## config.mk

```make
export PLATFORM = sky130hd
export DESIGN_NAME = sdiv_seq_flat
export DESIGN_NICKNAME = d
export VERILOG_FILES = /design/src/rtl/sdiv_seq_if.sv /design/src/rtl/sdiv_seq.sv /design/src/flat_wrapper.sv
export SDC_FILE = /design/constraint.sdc
export NUM_CORES = 1
export LEC_CHECK = 0
export CELL_PAD_IN_SITES_DETAIL_PLACEMENT = 0
export CELL_PAD_IN_SITES_GLOBAL_PLACEMENT = 1
export CORE_MARGIN = 2
export CORE_UTILIZATION = 42
export CTS_CLUSTER_SIZE = 20
export DETAILED_ROUTE_END_ITERATION = 10
export PLACE_DENSITY = 0.77
export SYNTH_ARGS = -nofsm -noshare
export SYNTH_HDL_FRONTEND = slang
export SYNTH_SLANG_ARGS = --single-unit
export TNS_END_PERCENT = 1
```

## constraint.sdc

```tcl
create_clock -name clk -period 2.9 [get_ports clk]
set_clock_uncertainty 0.05 [all_clocks]
set_input_delay 0.58 -clock clk [delete_from_list [all_inputs] [get_ports clk]]
set_output_delay 0.58 -clock clk [all_outputs]
set_load 0.01 [all_outputs]
```

## src/rtl/sdiv_seq_if.sv

```systemverilog
// ---------------------------------------------------------------------------
// sdiv_seq_if
//
// Purpose: bundles the operand and result handshakes of the sequential
// signed divider so that the divider can sit behind datapath control logic
// as one port.
//
// Parameters:
//   W          operand/result width in bits (two's complement)
//
// Signals:
//   in_valid   requester -> divider   operands valid
//   in_ready   divider   -> requester divider can accept operands
//   dividend   requester -> divider   signed dividend, W bits
//   divisor    requester -> divider   signed divisor, W bits
//   out_valid  divider   -> requester result valid
//   out_ready  requester -> divider   requester accepts result
//   quotient   divider   -> requester signed quotient, W bits
//   remainder  divider   -> requester signed remainder, W bits
//   err        divider   -> requester divide-by-zero or MIN/-1 flag
//                                     (only when SDIV_ERR_FLAG_EN is defined)
//
// Modports:
//   master     the requester side
//   slave      the divider side
//
// Build option: define SDIV_ERR_FLAG_EN to add the err signal.
// ---------------------------------------------------------------------------
interface sdiv_seq_if #(
    parameter int W = 8
);
    logic         in_valid;
    logic         in_ready;
    logic [W-1:0] dividend;
    logic [W-1:0] divisor;
    logic         out_valid;
    logic         out_ready;
    logic [W-1:0] quotient;
    logic [W-1:0] remainder;

`ifdef SDIV_ERR_FLAG_EN
    logic         err;

    modport master (
        output in_valid,
        output dividend,
        output divisor,
        output out_ready,
        input  in_ready,
        input  out_valid,
        input  quotient,
        input  remainder,
        input  err
    );

    modport slave (
        input  in_valid,
        input  dividend,
        input  divisor,
        input  out_ready,
        output in_ready,
        output out_valid,
        output quotient,
        output remainder,
        output err
    );
`else
    modport master (
        output in_valid,
        output dividend,
        output divisor,
        output out_ready,
        input  in_ready,
        input  out_valid,
        input  quotient,
        input  remainder
    );

    modport slave (
        input  in_valid,
        input  dividend,
        input  divisor,
        input  out_ready,
        output in_ready,
        output out_valid,
        output quotient,
        output remainder
    );
`endif
endinterface

```

## src/rtl/sdiv_seq.sv

```systemverilog
// ---------------------------------------------------------------------------
// sdiv_seq
//
// Purpose: parametrised sequential signed integer divider. Operands are
// converted to magnitudes when accepted, divided one quotient bit per clock
// with a radix-2 restoring algorithm, and the signs are applied in a final
// fix-up cycle. The quotient truncates toward zero and the remainder takes
// the sign of the dividend.
//
// Parameters:
//   W      operand/result width, 2..32
//
// Ports:
//   clk    clock, all state changes on the rising edge
//   rst    synchronous active-high reset
//   bus    sdiv_seq_if slave modport:
//            in_valid/in_ready    operand handshake (in_ready high only in IDLE)
//            dividend/divisor     signed operands
//            out_valid/out_ready  result handshake
//            quotient/remainder   signed results, held until the next fix-up
//            err                  dbz | ovf (only with SDIV_ERR_FLAG_EN)
//
// Timing: counting the accepting cycle as the first, one IDLE cycle, W CALC
// cycles and one FIX cycle pass before out_valid is seen, so out_valid rises
// on the (W+2)-th rising edge counted from the accepting edge inclusive. With
// out_ready held high a new division can start every W+3 cycles.
//
// Special results:
//   divisor == 0        quotient = -1, remainder = dividend
//   MIN / -1            quotient = MIN, remainder = 0 (natural wrap)
//
// Build option: define SDIV_ERR_FLAG_EN to add the err output and the
// overflow flag register. Results are identical in both builds.
// ---------------------------------------------------------------------------
module sdiv_seq #(
    parameter int W = 8
) (
    input  logic      clk,
    input  logic      rst,
    sdiv_seq_if.slave bus
);

    localparam int            CW        = $clog2(W + 1);
    localparam logic [CW-1:0] LAST_ITER = CW'(W - 1);
    localparam logic [W-1:0]  ONE       = W'(1);
`ifdef SDIV_ERR_FLAG_EN
    localparam logic [W-1:0]  MIN_VAL   = {1'b1, {(W-1){1'b0}}};
`endif

    typedef enum logic [1:0] {
        IDLE,
        CALC,
        FIX,
        DONE
    } state_t;

    state_t        state_q, state_d;
    logic [CW-1:0] cnt_q, cnt_d;
    // Dividend magnitude, shifted left once per CALC cycle so its MSB is
    // always the next bit to bring into the partial remainder.
    logic [W-1:0]  a_q, a_d;
    // Divisor magnitude; it stays untouched, so a zero here in FIX means the
    // operation was a divide-by-zero and no separate flag is needed.
    logic [W-1:0]  b_q, b_d;
    logic [W:0]    pr_q, pr_d;
    logic [W-1:0]  qm_q, qm_d;
    logic          neg_quo_q, neg_quo_d;
    logic          neg_rem_q, neg_rem_d;
    logic          in_ready_q, in_ready_d;
    logic          out_valid_q, out_valid_d;
    logic [W-1:0]  quo_q, quo_d;
    logic [W-1:0]  rem_q, rem_d;
`ifdef SDIV_ERR_FLAG_EN
    logic          ovf_q, ovf_d;
    logic          err_q, err_d;
`endif

    logic [W-1:0]  dividend_mag;
    logic [W-1:0]  divisor_mag;
    logic [W+1:0]  trial;
    logic          trial_ok;

    // Magnitudes of the incoming operands. |MIN| = 2^(W-1) still fits in W
    // unsigned bits, so the two's complement negation needs no extra bit.
    assign dividend_mag = bus.dividend[W-1] ? (~bus.dividend + ONE) : bus.dividend;
    assign divisor_mag  = bus.divisor[W-1]  ? (~bus.divisor  + ONE) : bus.divisor;

    // Restoring step: shift the next dividend bit into the partial remainder
    // and trial-subtract the divisor. The partial remainder never reaches
    // 2^W, so a W+2 bit difference has a reliable sign bit.
    assign trial    = {pr_q, a_q[W-1]} - {2'b00, b_q};
    assign trial_ok = ~trial[W+1];

    // Next-state and datapath logic for all four states. Handshake outputs
    // are derived from the next state so they are registered alongside it.
    always_comb begin
        state_d   = state_q;
        cnt_d     = cnt_q;
        a_d       = a_q;
        b_d       = b_q;
        pr_d      = pr_q;
        qm_d      = qm_q;
        neg_quo_d = neg_quo_q;
        neg_rem_d = neg_rem_q;
        quo_d     = quo_q;
        rem_d     = rem_q;
`ifdef SDIV_ERR_FLAG_EN
        ovf_d     = ovf_q;
        err_d     = err_q;
`endif

        case (state_q)
            IDLE: begin
                if (bus.in_valid && in_ready_q) begin
                    a_d       = dividend_mag;
                    b_d       = divisor_mag;
                    pr_d      = '0;
                    qm_d      = '0;
                    cnt_d     = '0;
                    neg_quo_d = bus.dividend[W-1] ^ bus.divisor[W-1];
                    neg_rem_d = bus.dividend[W-1];
`ifdef SDIV_ERR_FLAG_EN
                    ovf_d     = (bus.dividend == MIN_VAL) && (bus.divisor == '1);
`endif
                    state_d   = CALC;
                end
            end

            CALC: begin
                a_d   = {a_q[W-2:0], 1'b0};
                pr_d  = trial_ok ? trial[W:0] : {pr_q[W-1:0], a_q[W-1]};
                qm_d  = {qm_q[W-2:0], trial_ok};
                cnt_d = cnt_q + CW'(1);
                if (cnt_q == LAST_ITER) begin
                    state_d = FIX;
                end
            end

            FIX: begin
                quo_d = neg_quo_q ? (~qm_q + ONE) : qm_q;
                // With a zero divisor every trial succeeds, so the partial
                // remainder ends up holding |dividend| and sign correction
                // rebuilds the original dividend; only the quotient needs
                // forcing to -1.
                rem_d = neg_rem_q ? (~pr_q[W-1:0] + ONE) : pr_q[W-1:0];
                if (b_q == '0) begin
                    quo_d = '1;
                end
`ifdef SDIV_ERR_FLAG_EN
                err_d = (b_q == '0) | ovf_q;
`endif
                state_d = DONE;
            end

            DONE: begin
                if (out_valid_q && bus.out_ready) begin
                    state_d = IDLE;
                end
            end

            default: begin
                state_d = IDLE;
            end
        endcase

        in_ready_d  = (state_d == IDLE);
        out_valid_d = (state_d == DONE);
    end

    // State register. Reset abandons any division in flight and clears the
    // visible results.
    always_ff @(posedge clk) begin
        if (rst) begin
            state_q     <= IDLE;
            cnt_q       <= '0;
            a_q         <= '0;
            b_q         <= '0;
            pr_q        <= '0;
            qm_q        <= '0;
            neg_quo_q   <= 1'b0;
            neg_rem_q   <= 1'b0;
            in_ready_q  <= 1'b1;
            out_valid_q <= 1'b0;
            quo_q       <= '0;
            rem_q       <= '0;
`ifdef SDIV_ERR_FLAG_EN
            ovf_q       <= 1'b0;
            err_q       <= 1'b0;
`endif
        end else begin
            state_q     <= state_d;
            cnt_q       <= cnt_d;
            a_q         <= a_d;
            b_q         <= b_d;
            pr_q        <= pr_d;
            qm_q        <= qm_d;
            neg_quo_q   <= neg_quo_d;
            neg_rem_q   <= neg_rem_d;
            in_ready_q  <= in_ready_d;
            out_valid_q <= out_valid_d;
            quo_q       <= quo_d;
            rem_q       <= rem_d;
`ifdef SDIV_ERR_FLAG_EN
            ovf_q       <= ovf_d;
            err_q       <= err_d;
`endif
        end
    end

    assign bus.in_ready  = in_ready_q;
    assign bus.out_valid = out_valid_q;
    assign bus.quotient  = quo_q;
    assign bus.remainder = rem_q;
`ifdef SDIV_ERR_FLAG_EN
    assign bus.err       = err_q;
`endif

endmodule

```

## src/flat_wrapper.sv

```systemverilog
// flat-port wrapper written by rule: the top's interface ports become plain ports
module sdiv_seq_flat 
#(
    parameter int W = 8
)
  (clk, rst, bus_in_valid, bus_dividend, bus_divisor, bus_out_ready, bus_in_ready, bus_out_valid, bus_quotient, bus_remainder);
  sdiv_seq_if #(.W(W)) bus_i ();
  input  logic clk;
  input  logic rst;
  input wire logic [$bits(bus_i.in_valid)-1:0] bus_in_valid;
  input wire logic [$bits(bus_i.dividend)-1:0] bus_dividend;
  input wire logic [$bits(bus_i.divisor)-1:0] bus_divisor;
  input wire logic [$bits(bus_i.out_ready)-1:0] bus_out_ready;
  output wire logic [$bits(bus_i.in_ready)-1:0] bus_in_ready;
  output wire logic [$bits(bus_i.out_valid)-1:0] bus_out_valid;
  output wire logic [$bits(bus_i.quotient)-1:0] bus_quotient;
  output wire logic [$bits(bus_i.remainder)-1:0] bus_remainder;
  assign bus_i.in_valid = bus_in_valid;
  assign bus_i.dividend = bus_dividend;
  assign bus_i.divisor = bus_divisor;
  assign bus_i.out_ready = bus_out_ready;
  assign bus_in_ready = bus_i.in_ready;
  assign bus_out_valid = bus_i.out_valid;
  assign bus_quotient = bus_i.quotient;
  assign bus_remainder = bus_i.remainder;
  sdiv_seq #(.W(W)) u_core (.clk(clk), .rst(rst), .bus(bus_i));
endmodule
```

==> results of run 1 <==
-- through the flow --
| stage | util | total power, mW |
|---|---|---|
| floorplan | - | 1.45 |
| global route | 0.528 | 2.55 |
| finish | 0.528 | 2.40 |
| CTS | 0.528 | 2.42 |
| global placement | 0.498 | 1.58 |
| detailed placement | 0.498 | 1.59 |
-- final timing paths --
path	from	to	slack [ns]	cells past startpoint
worst min register to register	u_core.bus.remainder[6]	u_core.bus.remainder[6]	0.41	2
worst max-delay path	u_core.pr_q[0]	u_core.pr_q[1]	0.51	7
worst max register to register	u_core.pr_q[0]	u_core.pr_q[1]	0.51	7
worst min-delay path	u_core.bus.remainder[6]	u_core.bus.remainder[6]	0.41	2
-- tightest hold or removal path: stages, from the launching register on --
cell,delay (ns)
dfxtp_1,0.31
nand2_1,0.05
a21oi_1,0.05
-- cells in the final DEF (no fill, tap or decap), types with 7 or more instances in the layout --
cell	instances
xor2_1	14
a21oi_1	19
o21ai_0	8
o31ai_1	9
ha_1	13
nand2b_1	7
a22oi_1	11
nand3_1	8
o211ai_1	7
xnor2_1	12
nor2_1	51
nand4_1	7
clkdlybuf4s50_1	37
a211oi_1	24
nand2_1	43
inv_1	17
buf_4	9
dfxtp_1	59
clkbuf_8	10
-- kinds of logic (layout without fill, tap and decap cells) --
family	after synthesis	count (layout)
mux	4	4
buf+inv	41	79
compound gates	93	93
simple gates	154	154
xor+xnor	26	26
fa+ha+maj	14	14
flops	59	59
-- area by class of cell --
| type | instances | area [µm²] |
|---|---|---|
| multi-input cells | 291 | 1820 |
| repair buffers | 46 | 438 |
| clock buffers | 12 | 145 |
| well taps | 99 | 124 |
| fillers | 762 | 3440 |
| inverters | 17 | 63.8 |
| flip-flops and latches | 59 | 1180 |
| clock inverters | 4 | 73.8 |
-- sequential cells by signal, summed over array words and instances, names as in the netlist --
signal and flops:
u_core.neg_quo_q 1, u_core.state_q 2, u_core.bus.out_valid 1, u_core.a_q 8
u_core.bus.in_ready 1, u_core.b_q 8, u_core.cnt_q 4, u_core.bus.quotient 8
u_core.bus.remainder 8, u_core.pr_q 9, u_core.neg_rem_q 1, u_core.qm_q 8
-- per-layer routing --
layer | GRT usage | up-vias | wire (µm)
li1 | - | 1461 | -
met1 | 0.224 | 1209 | 3360
met2 | 0.262 | 46 | 2950
met3 | 0.0417 | 8 | 262
met4 | 0.0644 | 0 | 86
met5 | 0 | - | 0
-- power breakdown --
group          total [mW]  internal [mW]  leakage, nW  switching (mW)
logic               0.644          0.290        0.814           0.354
clock network       0.829          0.508        0.111           0.321
registers           0.923          0.860        0.479          0.0623
total                2.40           1.66         1.40           0.737
==> load_flow_metrics.sql, run 1 <==
INSERT INTO impl_metrics (metric_group, metric, value, unit) VALUES
('grt', 'globalRouteOverflowTotal', '0', ''),
('synthesis', 'synth_compound_gate_area_share', '0.205', ''),
('outcome', 'run_status', 'complete, no violations', ''),
('power', 'cellPowerDensity', '622', 'nW/µm²'),
('cells_and_area', 'final_cell_count_no_fill', '528', ''),
('die', 'initial_util', '0.435', ''),
('power', 'cellLeakagePower', '1.40', 'nW'),
('synthesis', 'post_synth.cell_area_avg', '8.11', 'µm²'),
('setup_path', 'crit_chain', 'ha_1 > nor2b_1 > o31ai_2 > a211oi_1 > or3_1 > and2_1 > a311o_1', ''),
('detailed_routing', 'post_drt_via_cell_ratio', '5.16', ''),
('detailed_routing', 'via_count', '2724', ''),
('setup_path', 'setup.worst_path.class', 'flop to flop', ''),
('cells_and_area', 'nets', '458', ''),
('synthesis', 'yosysUniqueCellTypes', '43', ''),
('place', 'placement.setup.worst_slack', '0.511', 'ns'),
('detailed_routing', 'drtAntennaViolNets', '0', ''),
('detailed_routing', 'totalWireLength', '6.66', 'mm'),
('synthesis', 'xor_xnor_share_of_the_synthesized_area', '0.0719', ''),
('die', 'fp.dieArea', '8260', 'µm²'),
('synthesis', 'synth_top_family_by_area', 'simple AND/OR/NAND/NOR gates', ''),
('clock_network', 'cts.repair.resized', '0', ''),
('sta', 'achievable-frequency', '418', 'MHz'),
('clock_network', 'clock_sinks', '59', ''),
('place', 'port-buffer-count', '37', ''),
('synthesis', 'postSynthRegisterBits', '59', ''),
('sta', 'tightestPinTransition', '0.640', 'ns'),
('synthesis', 'synthesis.area', '3170', 'µm²'),
('die', 'floorplan.rows', '31', ''),
('setup_path', 'critical_path.max_stage_delay', '0.47', 'ns'),
('setup_path', 'cp_data_required_time', '3.07', 'ns'),
('grt', 'grt_pass1_vias', '2444', ''),
('synthesis', 'seq_area_frac_synth', '0.373', ''),
('cells_and_area', 'final_layout_size_suffix_gt1_frac', '0.0676', ''),
('synthesis', 'yosys_synthesis_warning_count', '0', ''),
('grt', 'grtUsageTotal', '0.168', ''),
('synthesis', 'gate_count_post_synth', '391', ''),
('synthesis', 'yosys.area.top_type', 'dfxtp_1', ''),
('synthesis', 'post_synth_mux_area_share', '0.0126', ''),
('die', 'fp.dieW', '90.9', 'µm'),
('sta', 'max-slew-margin-rel', '0.573', ''),
('hold_path', 'min_path_type', 'flop to flop', ''),
('sta', 'timing.final.crit_share', '0.825', ''),
('place', 'place_congestion', '0.810', ''),
('die', 'die_h', '90.9', 'µm'),
('synthesis', 'synth_top_area_share', '0.373', ''),
('clock_network', 'cts_buffers', '9', ''),
('setup_path', 'cp.buffers_inverters', '0', ''),
('setup_path', 'critical_path_peak_fanout', '7', ''),
('clock_network', 'worst_skew_pair.late_latency', '0.33', 'ns'),
('clock_network', 'number_of_h_tree_branching_levels', '3', ''),
('flow_run', 'max-cap-violations', '0', ''),
('detailed_routing', 'drt_first_pass_iters', '5', ''),
('synthesis', 'post_synth_main_area_contributors', 'dfxtp_1, nor2_1, a211oi_1, ha_1, nand2_1', ''),
('grt', 'grt_max_degree', '49', ''),
('clock_network', 'max-clock-path-buffers', '2', ''),
('sta', 'timing.final.hold_violations', '0', ''),
('place', 'detailedPlacementHpwl', '4.95', 'mm'),
('cells_and_area', 'layout.cell_area.non_filler', '3850', 'µm²'),
('sta', 'maxSlewViolCount', '0', ''),
('place', 'place_inst', '512', ''),
('synthesis', 'syn_nets', '425', ''),
('detailed_routing', 'drt_first_iter_violations', '139', ''),
('synthesis', 'synth_simple_gate_area_share', '0.229', ''),
('power', 'ir_drop', '265', 'µV'),
('sta', 'finalCriticalPeriod', '2.39', 'ns'),
('clock_network', 'clock-root-buffer', 'clkbuf_8', ''),
('cells_and_area', 'antenna_cells_inserted', '0', ''),
('setup_path', 'cp_data_arrival_time', '2.56', 'ns'),
('synthesis', 'number_of_flops_mapped_to_enable_cells_by_yosys', '0', ''),
('clock_network', 'cts_tree', 'yes', ''),
('clock_network', 'quantity_of_hold_fixing_buffers_added_after_cts', '0', '');
(Power assumes the default switching activity.)
==> run 2, diff against run 1 <==
--- a/config.mk
+++ b/config.mk
@@ -8,10 +8,10 @@
 export CELL_PAD_IN_SITES_DETAIL_PLACEMENT = 0
 export CELL_PAD_IN_SITES_GLOBAL_PLACEMENT = 1
 export CORE_MARGIN = 2
-export CORE_UTILIZATION = 42
+export CORE_UTILIZATION = 37
 export CTS_CLUSTER_SIZE = 20
 export DETAILED_ROUTE_END_ITERATION = 10
-export PLACE_DENSITY = 0.77
+export PLACE_DENSITY = 0.72
 export SYNTH_ARGS = -nofsm -noshare
 export SYNTH_HDL_FRONTEND = slang
 export SYNTH_SLANG_ARGS = --single-unit
==> constraint.sdc (replaced) <==
create_clock -name clk -period 2.1 [get_ports clk]
set_clock_uncertainty 0.05 [all_clocks]
set_input_delay 0.42 -clock clk [delete_from_list [all_inputs] [get_ports clk]]
set_output_delay 0.42 -clock clk [all_outputs]
set_load 0.01 [all_outputs]
==> run 2 against run 1 <==
Non-clock buffer count grew 35. Design area grew 7.6%. Combinational power grew 85%. Register-to-register slack lost 0.53 ns. Final cell count grew 7.8%. The run now ends with negative setup slack left. Global-route usage grew 0.79 points. Die area grew 13%. Fmax grew 13%. Hold slack lost 0.0023 ns. Setup slack lost 0.53 ns. Core utilization shrank 2.6 points. Flip-flop and latch count is the same.
==> load_flow_metrics.sql, run 2 (synthesized netlist as in run 1, its figures left out) <==
INSERT INTO impl_metrics (metric_group, metric, value, unit) VALUES
('outcome', 'run_status', 'complete, but fails checks', ''),
('outcome', 'violations', 'negative setup slack', ''),
('die', 'fp.dieW', '96.6', 'µm'),
('clock_network', 'max-clock-path-buffers', '2', ''),
('sta', 'maxSlewViolCount', '0', ''),
('detailed_routing', 'totalWireLength', '7.48', 'mm'),
('cells_and_area', 'nets', '493', ''),
('clock_network', 'cts_buffers', '9', ''),
('power', 'share_comb_of_total_power', '0.359', ''),
('power', 'cellPowerDensity', '802', 'nW/µm²'),
('die', 'io-pin-count', '38', ''),
('sta', 'final.hold.worst_slack', '0.406', 'ns'),
('setup_path', 'setup.worst_path.class', 'flop to flop', ''),
('place', 'place_congestion', '0.829', ''),
('cells_and_area', 'layout.area.seq', '1190', 'µm²'),
('sta', 'timing.final.crit_share', '1.01', ''),
('cells_and_area', 'top_register', 'u_core.pr_q', ''),
('sta', 'setup-violations-final', '1', ''),
('sta', 'tightestPinTransition', '0.630', 'ns'),
('grt', 'globalRouteOverflowTotal', '0', ''),
('power', 'switchingPower', '1.11', 'mW'),
('cells_and_area', 'largest_reg_flops', '9', ''),
('flow_run', 'max-cap-violations', '0', ''),
('power', 'ir_drop', '432', 'µV'),
('sta', 'max-slew-margin-rel', '0.580', ''),
('grt', 'grt_pass1_wl', '12.8', 'mm'),
('die', 'placeableCoreArea', '8260', 'µm²'),
('detailed_routing', 'detail_route.wl_per_cell', '13.1', 'µm'),
('cells_and_area', 'final_layout_size_suffix_gt1_frac', '0.177', ''),
('clock_network', 'cts.clk_slew.worst_paths', '0.07', 'ns'),
('detailed_routing', 'wirelength_met1', '3.57', 'mm'),
('detailed_routing', 'met2_routed_length', '3.56', 'mm'),
('sta', 'post-route-worst-setup-slack', '-0.0212', 'ns'),
('sta', 'achievable-frequency', '471', 'MHz'),
('detailed_routing', 'met3WireLength', '245', 'µm'),
('detailed_routing', 'topRoutingLayerUsed', 'met4', ''),
('setup_path', 'critical_path.max_stage_delay', '0.34', 'ns'),
('detailed_routing', 'drt_first_pass_iters', '4', ''),
('cells_and_area', 'antenna_cells_inserted', '0', ''),
('setup_path', 'timing.critical_path.max_delay_family', 'compound AO/OA/AOI/OAI gates', ''),
('setup_path', 'worstSetupEndpointType', 'flop', ''),
('clock_network', 'worst_skew_pair.late_latency', '0.33', 'ns'),
('die', 'die_h', '96.6', 'µm'),
('cells_and_area', 'syn2layout_area_growth', '30.6', '%'),
('place', 'placement.setup.worst_slack', '-0.0756', 'ns'),
('grt', 'grt_pass1_vias', '2667', ''),
('cells_and_area', 'multi_input_comb_area', '1890', 'µm²'),
('clock_network', 'clock_sinks', '59', ''),
('sta', 'finalCriticalPeriod', '2.12', 'ns'),
('power', 'p_seq_frac', '0.379', ''),
('sta', 'timing.final.hold_violations', '0', ''),
('detailed_routing', 'drtAntennaViolNets', '0', ''),
('setup_path', 'critPathLaunchType', 'flop', ''),
('grt', 'antenna_found_initial', '0', ''),
('die', 'floorplan.rows', '33', ''),
('grt', 'grt_max_degree', '33', ''),
('setup_path', 'crit_chain', 'inv_2 > ha_4 > inv_2 > fa_2 > a21o_1 > a221o_1 > o21ba_2 > and3_1 > o211ai_1 > nand3_1', ''),
('cells_and_area', 'n_fill_cell', '847', ''),
('cells_and_area', 'post-route-util', '0.501', ''),
('setup_path', 'critical_path_peak_fanout', '2', ''),
('cells_and_area', 'layout.cells.most_common', 'dfxtp_1', ''),
('place', 'port-buffer-count', '37', ''),
('power', 'share_of_total_power_consumed_by_net_switching', '0.334', ''),
('setup_path', 'cp.buffers_inverters', '2', ''),
('setup_path', 'critical-path-slowest-cell', 'fa_2', ''),
('detailed_routing', 'drc', '0', ''),
('power', 'internal-power', '2.21', 'mW'),
('power', 'power.share.clock', '0.262', ''),
('detailed_routing', 'via_count', '2897', ''),
('hold_path', 'min_path_type', 'flop to flop', ''),
('setup_path', 'cp_data_arrival_time', '2.28', 'ns'),
('cells_and_area', 'layout.cell_area.non_filler', '4140', 'µm²'),
('grt', 'grtUsageTotal', '0.176', ''),
('clock_network', 'clock-root-buffer', 'clkbuf_8', ''),
('die', 'initial_util', '0.384', ''),
('clock_network', 'number_of_h_tree_branching_levels', '3', ''),
('detailed_routing', 'post_drt_via_cell_ratio', '5.09', ''),
('clock_network', 'cts_tree', 'yes', ''),
('place', 'detailedPlacementHpwl', '5.78', 'mm'),
('setup_path', 'most_used_cell_cp', 'inv_2', ''),
('sta', 'rsz0062_at_grt', 'true', ''),
('clock_network', 'quantity_of_hold_fixing_buffers_added_after_cts', '0', ''),
('detailed_routing', 'drt_first_iter_violations', '91', ''),
('cells_and_area', 'mostFrequentLayoutCells', 'dfxtp_1, nor2_1, nand2_1', ''),
('setup_path', 'cp_data_required_time', '2.26', 'ns'),
('power', 'cellLeakagePower', '1.57', 'nW'),
('die', 'fp.dieArea', '9320', 'µm²'),
('place', 'placedInstanceArea', '3940', 'µm²');
==> run 2: cell count changes in the layout (fill, tap and decap cells not counted), moves of 2 or more <==
cell / previous run / this run
ha_1: 13 / 9
ha_4: 0 / 3
dfxtp_1: 59 / 54
buf_4: 9 / 42
inv_1: 17 / 13
dfxtp_2: 0 / 4
bufinv_16: 2 / 0
clkinv_2: 1 / 3
inv_2: 0 / 4
buf_6: 0 / 2
==> run 2: cell type report <==
type / count / share of cell area
clock inverters: 5 / 0.00695
inverters: 17 / 0.0154
multi-input cells: 291 / 0.457
flip-flops and latches: 59 / 0.287
well taps: 105 / 0.0317
repair buffers: 81 / 0.170
clock buffers: 11 / 0.0317
==> run 2: through the flow <==
stage          std cells  TNS [ns]  power, mW
2_1_floorplan        391   -0.0606       2.04
3_3_place_gp         551   -0.0638       2.38
3_5_place_dp         551    -0.137       2.39
4_1_cts              569   -0.0230       3.33
5_1_grt              569    -0.268       3.54
6_report             569   -0.0212       3.32
==> run 2: timing repair <==
action | CTS | global route
gates resized for setup | 4 | 4
setup endpoints to repair | 3 | 9
pin swaps | 7 | 0
buffers inserted | 2 | 0
==> run 2: worst paths after layout <==
path / start / endpoint / slack, ns / depth (start not counted)
hold reg to reg: u_core.bus.remainder[6] / u_core.bus.remainder[6] / 0.41 / 2
hold / removal: u_core.bus.remainder[6] / u_core.bus.remainder[6] / 0.41 / 2
setup reg to reg: u_core.a_q[7] / u_core.pr_q[8] / -0.02 / 10
setup / recovery: u_core.a_q[7] / u_core.pr_q[8] / -0.02 / 10
==> run 2: worst register-to-register path, delay by kind of cell (launching register included) <==
kind / cells / cell delay [ns]
AO/OA/AOI/OAI: 4 / 0.86
adder cells (fa/ha/maj): 2 / 0.47
flip-flops: 1 / 0.32
AND/OR/NAND/NOR: 2 / 0.24
buffers and inverters: 2 / 0.09
==> run 2: power by group through the flow <==
stage	registers [mW]	logic, mW	clock network, mW
floorplan	1.27	0.772	0
CTS	1.26	1.17	0.899
detailed placement	1.28	1.11	0
finish	1.26	1.19	0.869
global placement	1.28	1.10	0
global route	1.27	1.32	0.949
==> run 2: metal layers <==
metal  GRT usage  up-vias
li1            -     1526
met1       0.236     1308
met2       0.285       56
met3      0.0295        7
met4      0.0610        0
met5           0        -
==> run 3, diff against run 2 <==
--- a/config.mk
+++ b/config.mk
@@ -7,11 +7,12 @@
 export LEC_CHECK = 0
 export CELL_PAD_IN_SITES_DETAIL_PLACEMENT = 0
 export CELL_PAD_IN_SITES_GLOBAL_PLACEMENT = 1
-export CORE_MARGIN = 2
+export CORE_MARGIN = 3
 export CORE_UTILIZATION = 37
 export CTS_CLUSTER_SIZE = 20
 export DETAILED_ROUTE_END_ITERATION = 10
 export PLACE_DENSITY = 0.72
+export SKIP_LAST_GASP = 1
 export SYNTH_ARGS = -nofsm -noshare
 export SYNTH_HDL_FRONTEND = slang
 export SYNTH_SLANG_ARGS = --single-unit
==> run 3 against run 2 <==
The run still ends with negative setup slack left. Critical path depth did not move. Setup slack better by 0.0043 ns. Via count is 2.1% higher. First-iteration DRC count up 14%. Core utilization rose by 1.6 points. Non-clock buffer count rose by 9. Wire length increased by 2.9%. Die area grew 4.2%. Clock power rose by 27%. Largest cell class unchanged. Largest power group is now combinational logic. Highest routed layer unchanged.
==> load_flow_metrics.sql, run 3 (synthesized netlist as in run 1, its figures left out) <==
INSERT INTO impl_metrics (metric_group, metric, value, unit) VALUES
('cells_and_area', 'nets', '502', ''),
('grt', 'met1_use_gr', '0.216', ''),
('grt', 'antenna_found_initial', '0', ''),
('sta', 'timing.final.crit_share', '1.01', ''),
('power', 'ir_drop', '415', 'µV'),
('grt', 'grt_pass1_wl', '13.5', 'mm'),
('sta', 'finalCriticalPeriod', '2.12', 'ns'),
('clock_network', 'number_of_h_tree_branching_levels', '3', ''),
('clock_network', 'quantity_of_hold_fixing_buffers_added_after_cts', '0', ''),
('setup_path', 'worstRegToRegCells', '10', ''),
('cells_and_area', 'largest_reg_flops', '9', ''),
('grt', 'met2_usage', '0.285', ''),
('power', 'share_of_total_power_consumed_by_net_switching', '0.310', ''),
('place', 'port-buffer-count', '37', ''),
('place', 'detailedPlacementHpwl', '5.91', 'mm'),
('sta', 'maxSlewViolCount', '0', ''),
('cells_and_area', 'final_layout_size_suffix_gt1_frac', '0.195', ''),
('cells_and_area', 'top_register', 'u_core.pr_q', ''),
('place', 'placedInstanceArea', '4020', 'µm²'),
('setup_path', 'critical-path-slowest-cell', 'fa_2', ''),
('cells_and_area', 'antenna_cells_inserted', '0', ''),
('setup_path', 'setup.worst_path.class', 'flop to flop', ''),
('grt', 'grt_most_used_layer', 'met2', ''),
('clock_network', 'cts_buffers', '9', ''),
('power', 'switchingPower', '1.13', 'mW'),
('cells_and_area', 'layout.cells.most_common', 'dfxtp_1', ''),
('cells_and_area', 'syn2layout_area_growth', '34.7', '%'),
('clock_network', 'cts_tree', 'yes', ''),
('setup_path', 'critical_path_peak_fanout', '2', ''),
('clock_network', 'clock_sinks', '59', ''),
('sta', 'post-route-worst-setup-slack', '-0.0169', 'ns'),
('clock_network', 'cts.clk_slew.worst_paths', '0.07', 'ns'),
('die', 'fp.dieArea', '9710', 'µm²'),
('cells_and_area', 'layout.area.seq', '1190', 'µm²'),
('setup_path', 'critical_path.max_stage_delay', '0.35', 'ns'),
('setup_path', 'most_used_cell_cp', 'inv_2', ''),
('power', 'cellLeakagePower', '1.64', 'nW'),
('flow_run', 'max-cap-violations', '0', ''),
('clock_network', 'postCtsSetupBuffers', '0', ''),
('sta', 'achievable-frequency', '472', 'MHz'),
('clock_network', 'max-clock-path-buffers', '2', ''),
('detailed_routing', 'totalWireLength', '7.70', 'mm'),
('grt', 'globalRouteOverflowTotal', '0', ''),
('power', 'p_seq_frac', '0.348', ''),
('cells_and_area', 'mostFrequentLayoutCells', 'dfxtp_1, buf_4, nor2_1', ''),
('detailed_routing', 'detail_route.wl_per_cell', '13.3', 'µm'),
('detailed_routing', 'drt_first_iter_violations', '104', ''),
('setup_path', 'cp_data_required_time', '2.27', 'ns'),
('power', 'cellPowerDensity', '849', 'nW/µm²'),
('sta', 'max-slew-margin-rel', '0.549', ''),
('place', 'place_inst', '562', ''),
('outcome', 'violations', 'negative setup slack', ''),
('detailed_routing', 'drtAntennaViolNets', '0', ''),
('cells_and_area', 'multi_input_comb_area', '1910', 'µm²'),
('sta', 'tightestPinTransition', '0.676', 'ns'),
('clock_network', 'clock-root-buffer', 'clkbuf_8', ''),
('detailed_routing', 'via_count', '2957', ''),
('grt', 'grtUsageTotal', '0.169', ''),
('grt', 'globalRouteMet3Util', '0.0425', ''),
('sta', 'rsz0062_at_grt', 'true', ''),
('sta', 'setup-violations-final', '1', ''),
('setup_path', 'worstSetupEndpointType', 'flop', ''),
('power', 'share_comb_of_total_power', '0.349', ''),
('power', 'power.share.clock', '0.303', ''),
('clock_network', 'worst_skew_pair.late_latency', '0.33', 'ns'),
('detailed_routing', 'drt_first_pass_iters', '4', ''),
('grt', 'grt_max_degree', '32', ''),
('die', 'fp.dieW', '98.6', 'µm'),
('die', 'io-pin-count', '38', ''),
('detailed_routing', 'drc', '0', ''),
('cells_and_area', 'n_fill_cell', '823', ''),
('setup_path', 'worstReg2RegEnd', 'u_core.pr_q[8]', ''),
('outcome', 'run_status', 'complete, but fails checks', ''),
('cells_and_area', 'layout.cell_area.non_filler', '4270', 'µm²'),
('sta', 'final.hold.worst_slack', '0.270', 'ns'),
('setup_path', 'r2r-start', 'u_core.a_q[7]', ''),
('hold_path', 'min_path_type', 'input port to flop', ''),
('hold_path', 'hp-start', 'rst', ''),
('die', 'initial_util', '0.384', ''),
('setup_path', 'critPathLaunchType', 'flop', ''),
('die', 'die_h', '98.6', 'µm'),
('sta', 'timing.final.hold_violations', '0', ''),
('place', 'place_congestion', '0.835', ''),
('setup_path', 'timing.critical_path.max_delay_family', 'compound AO/OA/AOI/OAI gates', ''),
('setup_path', 'ff2ff_setup_slack', '-0.02', 'ns'),
('power', 'internal-power', '2.50', 'mW'),
('detailed_routing', 'post_drt_via_cell_ratio', '5.12', ''),
('setup_path', 'crit_chain', 'inv_2 > ha_4 > inv_2 > fa_2 > a21o_1 > a221o_1 > o21ba_2 > and3_1 > o211ai_1 > nand3_1', ''),
('setup_path', 'cp_data_arrival_time', '2.29', 'ns'),
('setup_path', 'cp.buffers_inverters', '2', ''),
('sta', 'totalNegativeSetupSlack', '-0.0169', 'ns'),
('hold_path', 'holdPathStages', '2', ''),
('grt', 'grt_pass1_vias', '2938', ''),
('die', 'floorplan.rows', '33', ''),
('die', 'placeableCoreArea', '8260', 'µm²'),
('cells_and_area', 'final_cell_count_no_fill', '577', ''),
('hold_path', 'min_to', 'u_core.qm_q[1]', '');
[run 3: power by group through the flow]
stage | registers (mW) | logic, mW | clock network [mW]
2_1_floorplan | 1.27 | 0.772 | 0
3_3_place_gp | 1.28 | 1.20 | 0
3_5_place_dp | 1.28 | 1.22 | 0
4_1_cts | 1.26 | 1.24 | 1.13
5_1_grt | 1.27 | 1.42 | 1.17
6_report | 1.26 | 1.27 | 1.10
[run 3: final cells by class]
cell class	count	area share
inverters	17	0.0149
clock buffers	11	0.0381
clock inverters	4	0.0111
multi-input cells	291	0.447
well taps	105	0.0308
repair buffers	90	0.180
flip-flops and latches	59	0.279
[run 3: per-stage QoR]
stage / util / power (mW) / setup WS (ns)
2_1_floorplan: - / 2.04 / -0.0339
3_5_place_dp: 0.487 / 2.50 / -0.0696
6_report: 0.517 / 3.63 / -0.0169
5_1_grt: 0.517 / 3.86 / -0.101
3_3_place_gp: 0.487 / 2.48 / -0.0631
4_1_cts: 0.513 / 3.63 / -0.0152
[run 3: metal layers]
metal | vias to the layer above | wire length [µm]
li1 | 1544 | -
met1 | 1364 | 3680
met2 | 43 | 3690
met3 | 6 | 263
met4 | 0 | 68
met5 | - | 0
[run 3: how the worst max path moves through the flow]
stage	startpoint	end	slack, ns	depth (start not counted)
after CTS	u_core.a_q[7]	u_core.pr_q[8]	-0.02	10
after global placement	u_core.a_q[7]	u_core.pr_q[8]	-0.06	10
after detailed placement	u_core.b_q[1]	u_core.pr_q[0]	-0.07	9
after global routing	u_core.b_q[1]	u_core.pr_q[0]	-0.10	9
final	u_core.a_q[7]	u_core.pr_q[8]	-0.02	10
after floorplan	u_core.b_q[1]	u_core.pr_q[1]	-0.03	9
[run 3: what timing repair did]
item,4_1_cts,5_1_grt
resized for setup,1,6
pin swaps,4,5
endpoints found under the setup margin,9,10
